`src/rtl/gray_writer_pkg.sv`:
```
// rtl/gray_writer_pkg.sv - shared types and helpers for the grayscale burst writer
// Purpose: FSM state encoding, bytes-per-word constant and the byte-reversal
//          helper used by gray_burst_writer and gray_word_fifo.
package gray_writer_pkg;

  typedef enum logic [2:0] {
    ST_IDLE,
    ST_FILL,
    ST_REQ,
    ST_BURST,
    ST_DONE
  } state_t;

  localparam int BYTES_PER_WORD = 4;

  // Reverse byte order of a packed 4-pixel word (big-endian CPU view).
  function automatic logic [31:0] byte_swap(input logic [31:0] w);
    return {w[7:0], w[15:8], w[23:16], w[31:24]};
  endfunction

endpackage

```
`src/rtl/gray_word_fifo.sv`:
```
// rtl/gray_word_fifo.sv - synchronous word FIFO with flush for the burst writer
// Purpose: buffers grayscale words between the pixel input and the bus burst.
// Ports:
//   i_clock, i_nReset   clock, asynchronous active-low reset
//   i_flush             discard contents (wins over push/pop)
//   i_push, i_push_data write one word; visible at o_head next cycle when empty
//   i_pop               drop the head word
//   o_head              current head word
//   o_count             words held (0..DEPTH)
//   o_full              count == DEPTH
module gray_word_fifo
  import gray_writer_pkg::*;
#(
  parameter int DEPTH = 16,
  parameter int WIDTH = 32
) (
  input  logic                       i_clock,
  input  logic                       i_nReset,
  input  logic                       i_flush,
  input  logic                       i_push,
  input  logic [WIDTH-1:0]           i_push_data,
  input  logic                       i_pop,
  output logic [WIDTH-1:0]           o_head,
  output logic [$clog2(DEPTH):0]     o_count,
  output logic                       o_full
);

  localparam int AW = $clog2(DEPTH);

  logic [WIDTH-1:0] r_mem [DEPTH];
  logic [AW-1:0]    r_wr_ptr;
  logic [AW-1:0]    r_rd_ptr;
  logic [AW:0]      r_count;

  always_ff @(posedge i_clock or negedge i_nReset) begin
    if (!i_nReset) begin
      r_wr_ptr <= '0;
      r_rd_ptr <= '0;
      r_count  <= '0;
    end else if (i_flush) begin
      r_wr_ptr <= '0;
      r_rd_ptr <= '0;
      r_count  <= '0;
    end else begin
      if (i_push) r_wr_ptr <= r_wr_ptr + AW'(1);
      if (i_pop)  r_rd_ptr <= r_rd_ptr + AW'(1);
      case ({i_push, i_pop})
        2'b10:   r_count <= r_count + (AW+1)'(1);
        2'b01:   r_count <= r_count - (AW+1)'(1);
        default: r_count <= r_count;
      endcase
    end
  end

  // Storage carries no reset; only the pointers define validity.
  always_ff @(posedge i_clock) begin
    if (i_push && !i_flush) r_mem[r_wr_ptr] <= i_push_data;
  end

  assign o_head  = r_mem[r_rd_ptr];
  assign o_count = r_count;
  assign o_full  = (r_count == (AW+1)'(DEPTH));

  // The writer only pops after checking the FIFO holds a full burst.
  assert property (@(posedge i_clock) disable iff (!i_nReset)
                   !(i_pop && !i_flush && (r_count == '0)));

endmodule

```
`src/rtl/gray_burst_writer.sv`:
```
// rtl/gray_burst_writer.sv - buffers packed grayscale words and writes them in bus bursts
// Purpose: accepts 32-bit words (4 pixels), counts them against a per-frame
//          budget and writes them to memory with request/grant bursts.
// Optional feature macro: GRAY_BURST_WRITER_BYTESWAP_EN (byte-reversed bus data).
// Ports:
//   i_clock, i_nReset                 clock, asynchronous active-low reset
//   i_frameStart, i_baseAddress,      frame restart pulse, base address,
//   i_frameWords                      word budget (0 = immediate done)
//   i_pixelValid, i_pixelWord,        input word stream
//   o_pixelReady
//   o_busRequest, i_busGrant,         bus master request/grant, burst address
//   o_busAddress, o_busBurstLen       and beat count
//   o_busData, o_busDataValid,        write beats, held while i_busBusy
//   i_busBusy
//   o_frameDone                       pulse after the last beat of a frame
//   o_overflow                        sticky: word offered past the budget
module gray_burst_writer
  import gray_writer_pkg::*;
#(
  parameter int BURST_LEN  = 8,
  parameter int FIFO_DEPTH = 16
) (
  input  logic        i_clock,
  input  logic        i_nReset,
  input  logic        i_frameStart,
  input  logic [31:0] i_baseAddress,
  input  logic [15:0] i_frameWords,
  input  logic        i_pixelValid,
  input  logic [31:0] i_pixelWord,
  output logic        o_pixelReady,
  output logic        o_busRequest,
  input  logic        i_busGrant,
  output logic [31:0] o_busAddress,
  output logic [4:0]  o_busBurstLen,
  output logic [31:0] o_busData,
  output logic        o_busDataValid,
  input  logic        i_busBusy,
  output logic        o_frameDone,
  output logic        o_overflow
);

  localparam int          CW   = $clog2(FIFO_DEPTH) + 1;
  localparam logic [15:0] BL16 = 16'(BURST_LEN);
  localparam logic [4:0]  BL5  = 5'(BURST_LEN);

  state_t      r_state;
  logic [31:0] r_addr;
  logic [15:0] r_remaining;
  logic [15:0] r_frame_words;
  logic [15:0] r_accepted;
  logic [4:0]  r_beat;
  logic        r_bus_request;
  logic        r_bus_data_valid;
  logic [31:0] r_bus_address;
  logic [4:0]  r_bus_burst_len;
  logic        r_frame_done;
  logic        r_overflow;

  logic          w_ready;
  logic          w_push;
  logic          w_pop;
  logic          w_last_beat;
  logic [31:0]   w_head;
  logic [31:0]   w_bus_word;
  logic [CW-1:0] w_count;
  logic [15:0]   w_count16;
  logic          w_full;
  logic [4:0]    w_next_len;
  logic [1:0]    w_unused_addr_bits;

  assign w_unused_addr_bits = i_baseAddress[1:0];

  assign w_ready   = (r_state != ST_IDLE) && !w_full && (r_accepted < r_frame_words);
  assign w_push    = i_pixelValid && w_ready && !i_frameStart;
  assign w_pop     = (r_state == ST_BURST) && !i_busBusy && !i_frameStart;
  assign w_count16 = 16'(w_count);
  assign w_next_len  = (r_remaining >= BL16) ? BL5 : r_remaining[4:0];
  assign w_last_beat = (r_beat == r_bus_burst_len - 5'd1);

  gray_word_fifo #(
    .DEPTH (FIFO_DEPTH),
    .WIDTH (32)
  ) u_fifo (
    .i_clock     (i_clock),
    .i_nReset    (i_nReset),
    .i_flush     (i_frameStart),
    .i_push      (w_push),
    .i_push_data (i_pixelWord),
    .i_pop       (w_pop),
    .o_head      (w_head),
    .o_count     (w_count),
    .o_full      (w_full)
  );

  always_ff @(posedge i_clock or negedge i_nReset) begin
    if (!i_nReset) begin
      r_state          <= ST_IDLE;
      r_addr           <= '0;
      r_remaining      <= '0;
      r_frame_words    <= '0;
      r_accepted       <= '0;
      r_beat           <= '0;
      r_bus_request    <= 1'b0;
      r_bus_data_valid <= 1'b0;
      r_bus_address    <= '0;
      r_bus_burst_len  <= '0;
      r_frame_done     <= 1'b0;
      r_overflow       <= 1'b0;
    end else begin
      r_frame_done <= 1'b0;
      if (w_push) r_accepted <= r_accepted + 16'd1;
      // Only words past the frame budget count as overflow, not FIFO-full stalls.
      if (i_pixelValid && (r_state != ST_IDLE) && (r_accepted >= r_frame_words))
        r_overflow <= 1'b1;

      if (i_frameStart) begin
        r_state          <= ST_FILL;
        r_addr           <= {i_baseAddress[31:2], 2'b00};
        r_remaining      <= i_frameWords;
        r_frame_words    <= i_frameWords;
        r_accepted       <= '0;
        r_overflow       <= 1'b0;
        r_beat           <= '0;
        r_bus_request    <= 1'b0;
        r_bus_data_valid <= 1'b0;
      end else begin
        case (r_state)
          ST_IDLE: r_state <= ST_IDLE;
          ST_FILL: begin
            if (r_remaining == 16'd0) begin
              r_state      <= ST_DONE;
              r_frame_done <= 1'b1;
            end else if ((w_count16 >= BL16) || (w_count16 >= r_remaining)) begin
              // Second term catches the tail burst once every remaining word is buffered.
              r_state         <= ST_REQ;
              r_bus_request   <= 1'b1;
              r_bus_address   <= r_addr;
              r_bus_burst_len <= w_next_len;
            end
          end
          ST_REQ: begin
            if (i_busGrant) begin
              r_state          <= ST_BURST;
              r_bus_data_valid <= 1'b1;
              r_beat           <= '0;
            end
          end
          ST_BURST: begin
            if (w_pop) begin
              if (w_last_beat) begin
                r_addr           <= r_addr + 32'(r_bus_burst_len) * 32'(BYTES_PER_WORD);
                r_remaining      <= r_remaining - 16'(r_bus_burst_len);
                r_bus_request    <= 1'b0;
                r_bus_data_valid <= 1'b0;
                if (r_remaining == 16'(r_bus_burst_len)) begin
                  r_state      <= ST_DONE;
                  r_frame_done <= 1'b1;
                end else begin
                  r_state <= ST_FILL;
                end
              end else begin
                r_beat <= r_beat + 5'd1;
              end
            end
          end
          ST_DONE: r_state <= ST_IDLE;
          default: r_state <= ST_IDLE;
        endcase
      end
    end
  end

`ifdef GRAY_BURST_WRITER_BYTESWAP_EN
  assign w_bus_word = byte_swap(w_head);
`else
  assign w_bus_word = w_head;
`endif

  assign o_pixelReady   = w_ready;
  assign o_busRequest   = r_bus_request;
  assign o_busAddress   = r_bus_address;
  assign o_busBurstLen  = r_bus_burst_len;
  assign o_busDataValid = r_bus_data_valid;
  // Gate the head so the bus sees zero outside a burst (FIFO storage is not reset).
  assign o_busData      = r_bus_data_valid ? w_bus_word : 32'd0;
  assign o_frameDone    = r_frame_done;
  assign o_overflow     = r_overflow;

endmodule

```
`config.mk`:
```
export PLATFORM = sky130hd
export DESIGN_NAME = gray_burst_writer
export DESIGN_NICKNAME = d
export VERILOG_FILES = /design/src/rtl/gray_writer_pkg.sv /design/src/rtl/gray_word_fifo.sv /design/src/rtl/gray_burst_writer.sv
export SDC_FILE = /design/constraint.sdc
export NUM_CORES = 1
export LEC_CHECK = 0
export BUFFER_PORTS_ARGS = -buffer_cell sky130_fd_sc_hd__buf_2
export CAP_MARGIN = 20
export CORE_ASPECT_RATIO = 0.5
export CORE_MARGIN = 5
export CORE_UTILIZATION = 25
export CTS_BUF_LIST = sky130_fd_sc_hd__clkbuf_16
export CTS_CLUSTER_DIAMETER = 60
export DETAILED_ROUTE_END_ITERATION = 8
export GPL_TIMING_DRIVEN = 1
export HOLD_SLACK_MARGIN = 0.1
export SLEW_MARGIN = 10
export SYNTH_ARGS = -nofsm -noshare
export SYNTH_HDL_FRONTEND = slang
export SYNTH_SLANG_ARGS = --single-unit
```
`constraint.sdc`:
```
create_clock -name i_clock -period 6.5 [get_ports i_clock]
set_input_delay 0 -clock i_clock [delete_from_list [all_inputs] [get_ports i_clock]]
set_output_delay 0 -clock i_clock [all_outputs]
set_load 0.005 [all_outputs]
```
==> Word-level counts from Yosys, hierarchy flattened <==
Memory sizes are Yosys's and may differ from the RTL's.
Index checks and enable logic that the tools add are counted.
{ "totals": {"mem_count": 1, "wordCells": 126, "ram_bits": 512, "ff_bits": 142} }
{ "op_classes": {"add_sub_neg": 9, "eq_ne": 15, "n_reduce_logical": 29, "order_cmp": 5, "n_bitwise": 2, "n_mux": 50} }
{ "mem_list": {"columns": ["name", "words", "word_bits", "rd", "rd_ports_with_merged_regs", "write_ports", "line", "rtl"], "rows": [
  ["u_fifo.r_mem", 16, 32, 1, 0, 1, "gray_word_fifo.sv:30", "logic [WIDTH-1:0] r_mem [DEPTH];"]
]} }
{ "ops": {"columns": ["cell", "count"], "rows": [
  ["2-to-1 mux 32 bit", 5],
  ["2-to-1 mux 16 bit", 6],
  ["adder 32 x 7 -> 32 bit", 1],
  ["2-to-1 mux 5 bit", 6],
  ["2-to-1 mux 3 bit", 7],
  ["one-hot mux 5 bit (2 select lines)", 2],
  ["adder 16 x 1 -> 16 bit (second input constant)", 1],
  ["== test 16 x 5 -> 1 bit", 1],
  ["greater-or-equal comparator 16 bit", 1],
  ["greater-or-equal comparator 16 x 4 -> 1 bit (second input constant)", 1],
  ["greater-or-equal comparator 5 x 16 -> 1 bit", 1],
  ["logical NOT 16 bit", 1],
  ["< comparator 16 bit", 1],
  ["2-to-1 mux 1 bit", 16],
  ["2-to-1 mux 4 bit", 4],
  ["AND reduction 4 bit", 4],
  ["subtractor 16 x 5 -> 16 bit", 1],
  ["inequality test 3 bit (second input constant)", 5],
  ["nonzero test 3 bit", 4],
  ["adder 5 x 1 -> 5 bit (second input constant)", 2],
  ["nonzero test 2 bit", 5],
  ["subtractor 5 x 1 -> 5 bit (second input constant)", 2],
  ["logical AND 1 bit", 9],
  ["one-hot mux 3 bit (3 select lines)", 1],
  ["16 further kinds", 23]
]} }

==> Depth between registers and ports, before layout <==
Gate-level depths: netlist of run 1.
{ "logic_depth": {"ltp_word": 9, "mapped_depth": 16} }

==> Cells and area by module <==
Synthesis of run 1 repeated with hierarchy kept, for this count alone.
{ "unflattened": {"hier_cells": 1583, "hier_area_um2": 27587.7} }
{ "by_module_without_submodules": {"columns": ["module", "instances", "area_per_inst_um2", "cells_per_inst", "seq_area_each_um2"], "rows": [
  ["gray_word_fifo", 1, 20110.5, 813, 15700.1],
  ["gray_burst_writer", 1, 7477.2, 770, 3128.0]
]} }

==> Least setup slack after synthesis of run 1 <==
Ideal clock, no wire load.
{ "synth_path": {"path_type": "register to register", "from": "register r_accepted[15]", "to": "memory u_fifo.r_mem[0][0] (enable)", "required_time_ps": 5987, "t_arrival_ps": 5421, "path_stages_with_launch": 9, "setup_ps": 513, "slack_ps": 566, "path_buffers": 1, "path_cell_list": "dfrtp_1 ha_1 a21oi_1 o21ai_0 a211oi_1 nand3_1 or2_2 clkbuf_1 nor4b_1"} }
{ "synth_between": {"elab_chain_cells": 7} }
{ "synth_lines": {"columns": ["item", "line", "rtl"], "rows": [
  ["start, declared", "gray_burst_writer.sv:50", "logic [15:0] r_accepted;"],
  ["start signal, assigned", "gray_burst_writer.sv:111", "if (w_push) r_accepted <= r_accepted + 16'd1;"],
  ["< comparator 16 bit", "gray_burst_writer.sv:73", "assign w_ready = (r_state != ST_IDLE) && !w_full && (r_accepted < r_frame_words);"],
  ["logical AND 1 bit", "gray_burst_writer.sv:73", null],
  ["logical AND 1 bit (2 in series)", "gray_burst_writer.sv:74", "assign w_push = i_pixelValid && w_ready && !i_frameStart;"],
  ["logical AND 1 bit", "gray_word_fifo.sv:57", "if (i_push && !i_flush) r_mem[r_wr_ptr] <= i_push_data;"],
  ["2-to-1 mux 1 bit", "gray_word_fifo.sv:57", null],
  ["2-to-1 mux 1 bit (implied by the code)", "gray_word_fifo.sv:57", null],
  ["end, declared", "gray_word_fifo.sv:30", null]
]} }
Every way passes these cells.

==> Final worst setup path of run 1 <==
{ "layout_path": {"from": "register r_accepted[15]", "to": "memory u_fifo.r_mem[11][2] (enable)"} }
The elaborated chain is that of the path after synthesis.

==> results of run 1 <==
==> power by group <==
part / internal (W) / switching (W) / total [W]
logic: 0.000193 / 0.000243 / 0.000436
registers: 0.00455 / 0.0000490 / 0.00460
clock network: 0.00178 / 0.00156 / 0.00335
==> per-stage QoR <==
| step | cell area [um2] | instances | setup slack [ns] | utilization |
|---|---|---|---|---|
| 5_1_grt | 33200 | 3366 | 1.93 | 0.307 |
| 2_1_floorplan | 27300 | 1583 | 0.566 | - |
| 3_5_place_dp | 30000 | 3126 | 2.22 | 0.277 |
| 6_report | 33200 | 3368 | 2.26 | 0.307 |
| 4_1_cts | 33200 | 3366 | 2.18 | 0.307 |
| 3_3_place_gp | 30000 | 3126 | 2.24 | 0.277 |
==> cells by family (layout without fill, tap and decap cells) <==
| logic type | count (synthesis) | count (layout) | synth area share |
|---|---|---|---|
| simple gates | 348 | 348 | 0.0665 |
| fa+ha+maj | 45 | 45 | 0.0214 |
| other cells | 1 | 4 | 0.000137 |
| xor+xnor | 55 | 55 | 0.0176 |
| flops | 650 | 650 | 0.689 |
| mux | 212 | 212 | 0.156 |
| buf+inv | 123 | 471 | 0.0183 |
| compound gates | 148 | 148 | 0.0316 |
==> how the worst min path moves through the flow <==
stage / from / slack (ns) / cells after the start / to
2_1_floorplan: i_nReset / -0.30 / 0 / o_busAddress[10]
3_3_place_gp: i_nReset / 0.07 / 1 / r_frame_words[14]
3_5_place_dp: i_nReset / 0.07 / 1 / o_overflow
4_1_cts: i_baseAddress[23] / 0.11 / 4 / r_addr[23]
5_1_grt: i_frameWords[9] / 0.15 / 4 / r_frame_words[9]
6_report: i_frameWords[7] / 0.16 / 4 / r_frame_words[7]
==> registers in the layout (all words and copies together) (netlist names), 3 cells and up <==
| signal | cells |
|---|---|
| u_fifo.r_mem | 512 |
| o_busAddress | 30 |
| r_addr | 30 |
| r_accepted | 16 |
| r_frame_words | 16 |
| r_remaining | 16 |
| o_busBurstLen | 5 |
| r_beat | 5 |
| u_fifo.o_count | 5 |
| u_fifo.r_rd_ptr | 4 |
| u_fifo.r_wr_ptr | 4 |
| r_state | 3 |
==> worst reg2reg max path: stages, from the launching register on <==
cell,delay (ns)
dfrtp_1,0.39
ha_1,0.31
a21oi_1,0.15
o21ai_0,0.15
a211oi_1,0.73
nand4_1,0.80
nor2_4,1.01
buf_4,0.40
==> per-layer routing <==
metal	wire, um	global-route usage
met5	0	0
met4	1340	0.0277
met3	3080	0.0213
met2	33300	0.195
met1	28500	0.143
==> cells in the mapped netlist (all sizes together), types with 3 or more instances <==
| library cell | n |
|---|---|
| and3 | 7 |
| mux4 | 160 |
| a31oi | 4 |
| nand3 | 28 |
| o21a | 5 |
| nor2 | 51 |
| nor4b | 11 |
| or2 | 4 |
| o32ai | 3 |
| or3 | 15 |
| buf | 26 |
| inv | 43 |
| or4 | 5 |
| nand4 | 21 |
| and4 | 4 |
| nor2b | 14 |
| o21ai | 76 |
| dfrtp | 138 |
| fa | 3 |
| a211oi | 3 |
| a21o | 4 |
| xor2 | 12 |
| ha | 42 |
| and2 | 36 |
| nand2 | 96 |
| mux2 | 36 |
| nor3 | 18 |
| nor4 | 28 |
| a211o | 3 |
| mux2i | 16 |
| o21bai | 3 |
| nand2b | 6 |
| clkbuf | 53 |
| xnor2 | 43 |
| a21oi | 32 |
| edfxtp | 512 |
==> layout by cell type, fill, tap and decap left out, types with 17 or more instances in the layout <==
cell type	synthesis	routed
dlygate4sd3_1	0	129
xnor2_1	43	43
and2_1	36	35
a21oi_1	31	31
nor2_1	51	39
edfxtp_1	512	512
buf_4	2	32
nand4_1	21	21
clkbuf_16	0	61
ha_1	42	42
mux2_4	24	24
dfrtp_1	138	134
buf_2	1	153
nor3_1	17	17
nand3_1	28	28
inv_1	43	63
nand2_1	96	96
nor4_1	28	28
o21ai_0	75	75
mux4_2	160	160
==> layout make-up <==
cell class	instances	area (um2)	share of cell area
antenna	2	5.00	0.000151
clock buffer	61	1530	0.0460
clock inverter	49	332	0.0100
inverter	44	165	0.00498
multi-input combinational	810	8150	0.246
sequential	650	18800	0.568
tap	1435	1800	0.0541
timing repair buffer	317	2360	0.0710
==> qor.csv, run 1 <==
metric,value,unit
crit path launch,r_accepted[15],
Die Ht,244,um
worst-skew pair later-pin latency,0.66,ns
largest net degree at the start of global routing,99,
Tcrit/Tclk final,0.653,
first-pass detailed-route iteration total,5,
CTS tree,done,
total CTS buffers,61,
first-pass GRT wire length,100,mm
cell taking the most area after synthesis,edfxtp_1,
gp weighted congestion,0.763,
Wirelength per Cell,19.7,um
setup TNS,0,ns
worst reg2reg startpoint,r_accepted[15],
R2R cell count,7,
Total GRT Usage,0.112,
register area share after synthesis,0.689,
crit-path max FO,21,
# clock sinks,650,
Final min period,4.24,ns
crit-path leading delay family,simple AND/OR/NAND/NOR gates,
post-synthesis cell type count,61,
ranking of synthesized cells by area,"edfxtp_1, mux4_2, dfrtp_1",
PD cells,253,nW/um2
Post-Route WL,66.2,mm
Via-to-Cell Ratio,4.47,
Fin Hold WS,0.158,ns
Die X,478,um
post-synth top area share,0.562,
layout cells sized above 1,0.256,
Slew @ Worst Pin,0.995,ns
antenna violations before repair,2,
Vias,15100,
syn_area_per_cell,17.3,um2
max-cap check violation count,0,
top_reg_cell synth,edfxtp_1,
Placeable Area,108000,um2
"FFs w/ async S/R, synth",0.212,
worst-case clock buffer depth,3,
crit path to,u_fifo.r_mem[11][2],
Hold Path Class,primary input to flop,
P_leak,11.3,nW
Site Rows,85,
WP depth,7,
Final #Nets,2015,
max_slew headroom,0.334,
endpoint class of the critical path,flop,
vias in the first global route,15800,
# fillers,10500,
Residual DRC,0,
GRT Residual Overflow,0,
Post-DRT Antenna Nets,0,
CP Data Required Time,6.83,ns
CTS resizes,0,
Initial Util,0.253,
CP max stage delay,1.01,ns
# setup viols final,0,
root buffer cell,clkbuf_16,
kind of critical path,flop to flop,
"Clk pin slew, worst setup/hold paths",0.06,ns
Worst VDD drop,0.223,mV
worst reg2reg endpoint,u_fifo.r_mem[11][2],
Yosys warnings,0,
FF-to-FF setup slack,2.26,ns
crit path cell chain,ha_1 -> a21oi_1 -> o21ai_0 -> a211oi_1 -> nand4_1 -> nor2_4 -> buf_4,
WP data arrival,4.57,ns
Syn-to-layout area delta,21.3,%
Syn Inst Count,1582,
DP Wirelength,38.2,mm
io pins,160,
total power,0.00838,W
H-tree lvl count,2,
Max Freq,236,MHz
Die ar.,116000,um2
"EDFF count, synth",512,
final number of hold-violating endpoints,0,
Final Skew,0.0393,ns
initial DRC count,1139,
status,"finished, final reports clean",
IO buf count,155,
RSZ-0062 raised after global routing,no,
CP max stage cell,nor2_4,
Post-CTS Setup Bufs,0,
#FFs+latches synth,650,
Bufs and invs on worst path,1,
Post-Syn Area,27300,um2
# hold bufs at CTS,130,
Critical Path Start Type,flop,
final-report max-slew violation count,0,
Power figures use the tool's default switching activity.
==> run 2, diff against run 1 <==
- ABC_AREA: unset -> 1
- clock period: 6.5 -> 3.6 ns (I/O delays scaled with it)
==> qor.csv, run 2 <==
metric,value,unit
Syn-to-layout area delta,20.2,%
top_reg_cell synth,edfxtp_1,
layout cells sized above 1,0.129,
"FFs w/ async S/R, synth",0.212,
met1 WL,33.5,mm
gp weighted congestion,0.860,
"Clk pin slew, worst setup/hold paths",0.06,ns
Total GRT Usage,0.126,
"EDFF count, synth",512,
RSZ-0062 raised after global routing,no,
Slew @ Worst Pin,1.09,ns
Synth top cells by count,"edfxtp_1, o21ai_0, nor2_1",
post-synthesis cell type count,48,
Yosys warnings,0,
Clock power frac,0.339,
Die Ht,248,um
crit-path max FO,65,
antenna violations before repair,3,
Site Rows,87,
Final Skew,0.0326,ns
cell taking the most area after synthesis,edfxtp_1,
worst-case clock buffer depth,3,
Placement Setup Slack,0.541,ns
most frequent cells in the layout,"edfxtp_1, o21ai_0, nor2_1, nand2_1, inv_1",
root buffer cell,clkbuf_16,
IO buf count,155,
Worst VDD drop,0.315,mV
PD cells,568,nW/um2
Die ar.,120000,um2
Wirelength per Cell,18.3,um
top sig layer,met5,
#FFs+latches synth,650,
total CTS buffers,68,
register area share after synthesis,0.666,
CTS resizes,0,
Initial Util,0.251,
worst-skew pair later-pin latency,0.62,ns
final number of hold-violating endpoints,0,
# setup viols final,0,
Final Worst Setup Slack,0.491,ns
Net Switching,0.00587,W
post-synth top area share,0.544,
# hold bufs at CTS,92,
FF-to-FF setup slack,0.49,ns
Placeable Area,112000,um2
Syn Inst Count,2505,
met3 WL,4.36,mm
initial DRC count,1925,
Largest register FFs,512,
"most common cell after layout, fill and taps aside",edfxtp_1,
status,"finished, final reports clean",
Via-to-Cell Ratio,4.69,
DP Wirelength,46.4,mm
GRT Residual Overflow,0,
first-pass GRT wire length,120,mm
max-cap check violation count,0,
# clock sinks,650,
Post-Syn Area,28300,um2
io pins,160,
Hold Path Class,primary input to flop,
first-pass detailed-route iteration total,5,
Critical Path Start Type,flop,
H-tree lvl count,3,
Fin Hold WS,0.199,ns
Max Freq,322,MHz
Post-CTS Setup Bufs,0,
met2 routed WL,39.0,mm
Vias,20200,
Final min period,3.11,ns
kind of critical path,flop to flop,
Logic pwr share,0.198,
"count leader, synth",edfxtp_1,
Final #Nets,2862,
ranking of synthesized cells by area,"edfxtp_1, dfrtp_1, o21ai_0",
WP data arrival,3.64,ns
max_slew headroom,0.271,
CP Data Required Time,4.13,ns
vias in the first global route,20000,
switching share of power,0.304,
Post-DRT Antenna Nets,0,
syn_area_per_cell,11.3,um2
Tcrit/Tclk final,0.864,
Top reg by flops,u_fifo.r_mem,
endpoint class of the critical path,flop,
final-report max-slew violation count,0,
P_leak,12.2,nW
CTS tree,done,
largest net degree at the start of global routing,90,
Die X,486,um
Int Power,0.0134,W
Residual DRC,0,
sequential power share,0.463,
Post-Route WL,78.6,mm
[run 2: stage by stage]
step | cell area (um2) | TNS (ns) | util | total power (W) | std cells
CTS | 34000 | 0 | 0.302 | 0.0195 | 4293
global route | 34000 | 0 | 0.302 | 0.0203 | 4294
global placement | 31000 | 0 | 0.276 | 0.0128 | 4082
finish | 34000 | 0 | 0.302 | 0.0193 | 4295
floorplan | 28300 | -85.08 | - | 0.0114 | 2506
detailed placement | 31000 | 0 | 0.276 | 0.0129 | 4082
[run 2: cell type report]
| type | instances | area, um2 |
|---|---|---|
| fill | 11400 | 78500 |
| sequential | 650 | 18800 |
| multi-input combinational | 1563 | 8360 |
| timing repair buffer | 297 | 2260 |
| tap | 1513 | 1890 |
| clock buffer | 68 | 1700 |
| inverter | 151 | 576 |
| clock inverter | 51 | 349 |
| antenna | 2 | 5.00 |
[run 2: path summary, 6_finish.rpt]
| kind | from | to | depth (start not counted) |
|---|---|---|---|
| setup / recovery | o_busBurstLen[1] | r_addr[7] | 13 |
| hold / removal | i_baseAddress[21] | r_addr[21] | 4 |
| setup reg to reg | o_busBurstLen[1] | r_addr[7] | 13 |
| hold reg to reg | o_busAddress[20] | o_busAddress[20] | 2 |
| max in group asynchronous | i_nReset | u_fifo.r_rd_ptr[0] | 4 |
| min in group asynchronous | i_nReset | o_busAddress[28] | 3 |
[run 2: cells by family after synthesis]
group,share of synthesized area
buffers and inverters,0.0422
other,0.000133
AOI/OAI and AO/OA,0.141
adders and majority gates,0.0207
DFF,0.666
and+or+nand+nor,0.124
xor gates and xnor gates,0.00651
[run 2: power by group through the flow]
stage	Sequential [W]	Combinational (W)	Clock [W]
4_1_cts	0.00893	0.00389	0.00670
2_1_floorplan	0.00899	0.00244	0
6_report	0.00893	0.00383	0.00654
5_1_grt	0.00899	0.00434	0.00700
3_3_place_gp	0.00906	0.00369	0
3_5_place_dp	0.00908	0.00377	0
[run 2: worst max-delay path: stages (launching register included)]
cell	delay [ns]
dfrtp_1	0.47
inv_1	0.15
ha_1	0.32
xnor2_1	0.12
a21oi_1	0.12
o21ai_0	0.09
nor2_1	0.09
nand2_1	0.09
inv_2	0.09
nand2_4	0.10
nand2_4	0.54
o211ai_1	0.17
nand2_1	0.11
dlygate4sd3_1	0.55
[run 2: routing by layer]
metal  global-route usage  vias to the layer above
met1                0.160                     9925
met2                0.224                      602
met5                    0                        -
met3               0.0198                      111
li1                     -                     9523
met4               0.0383                        2
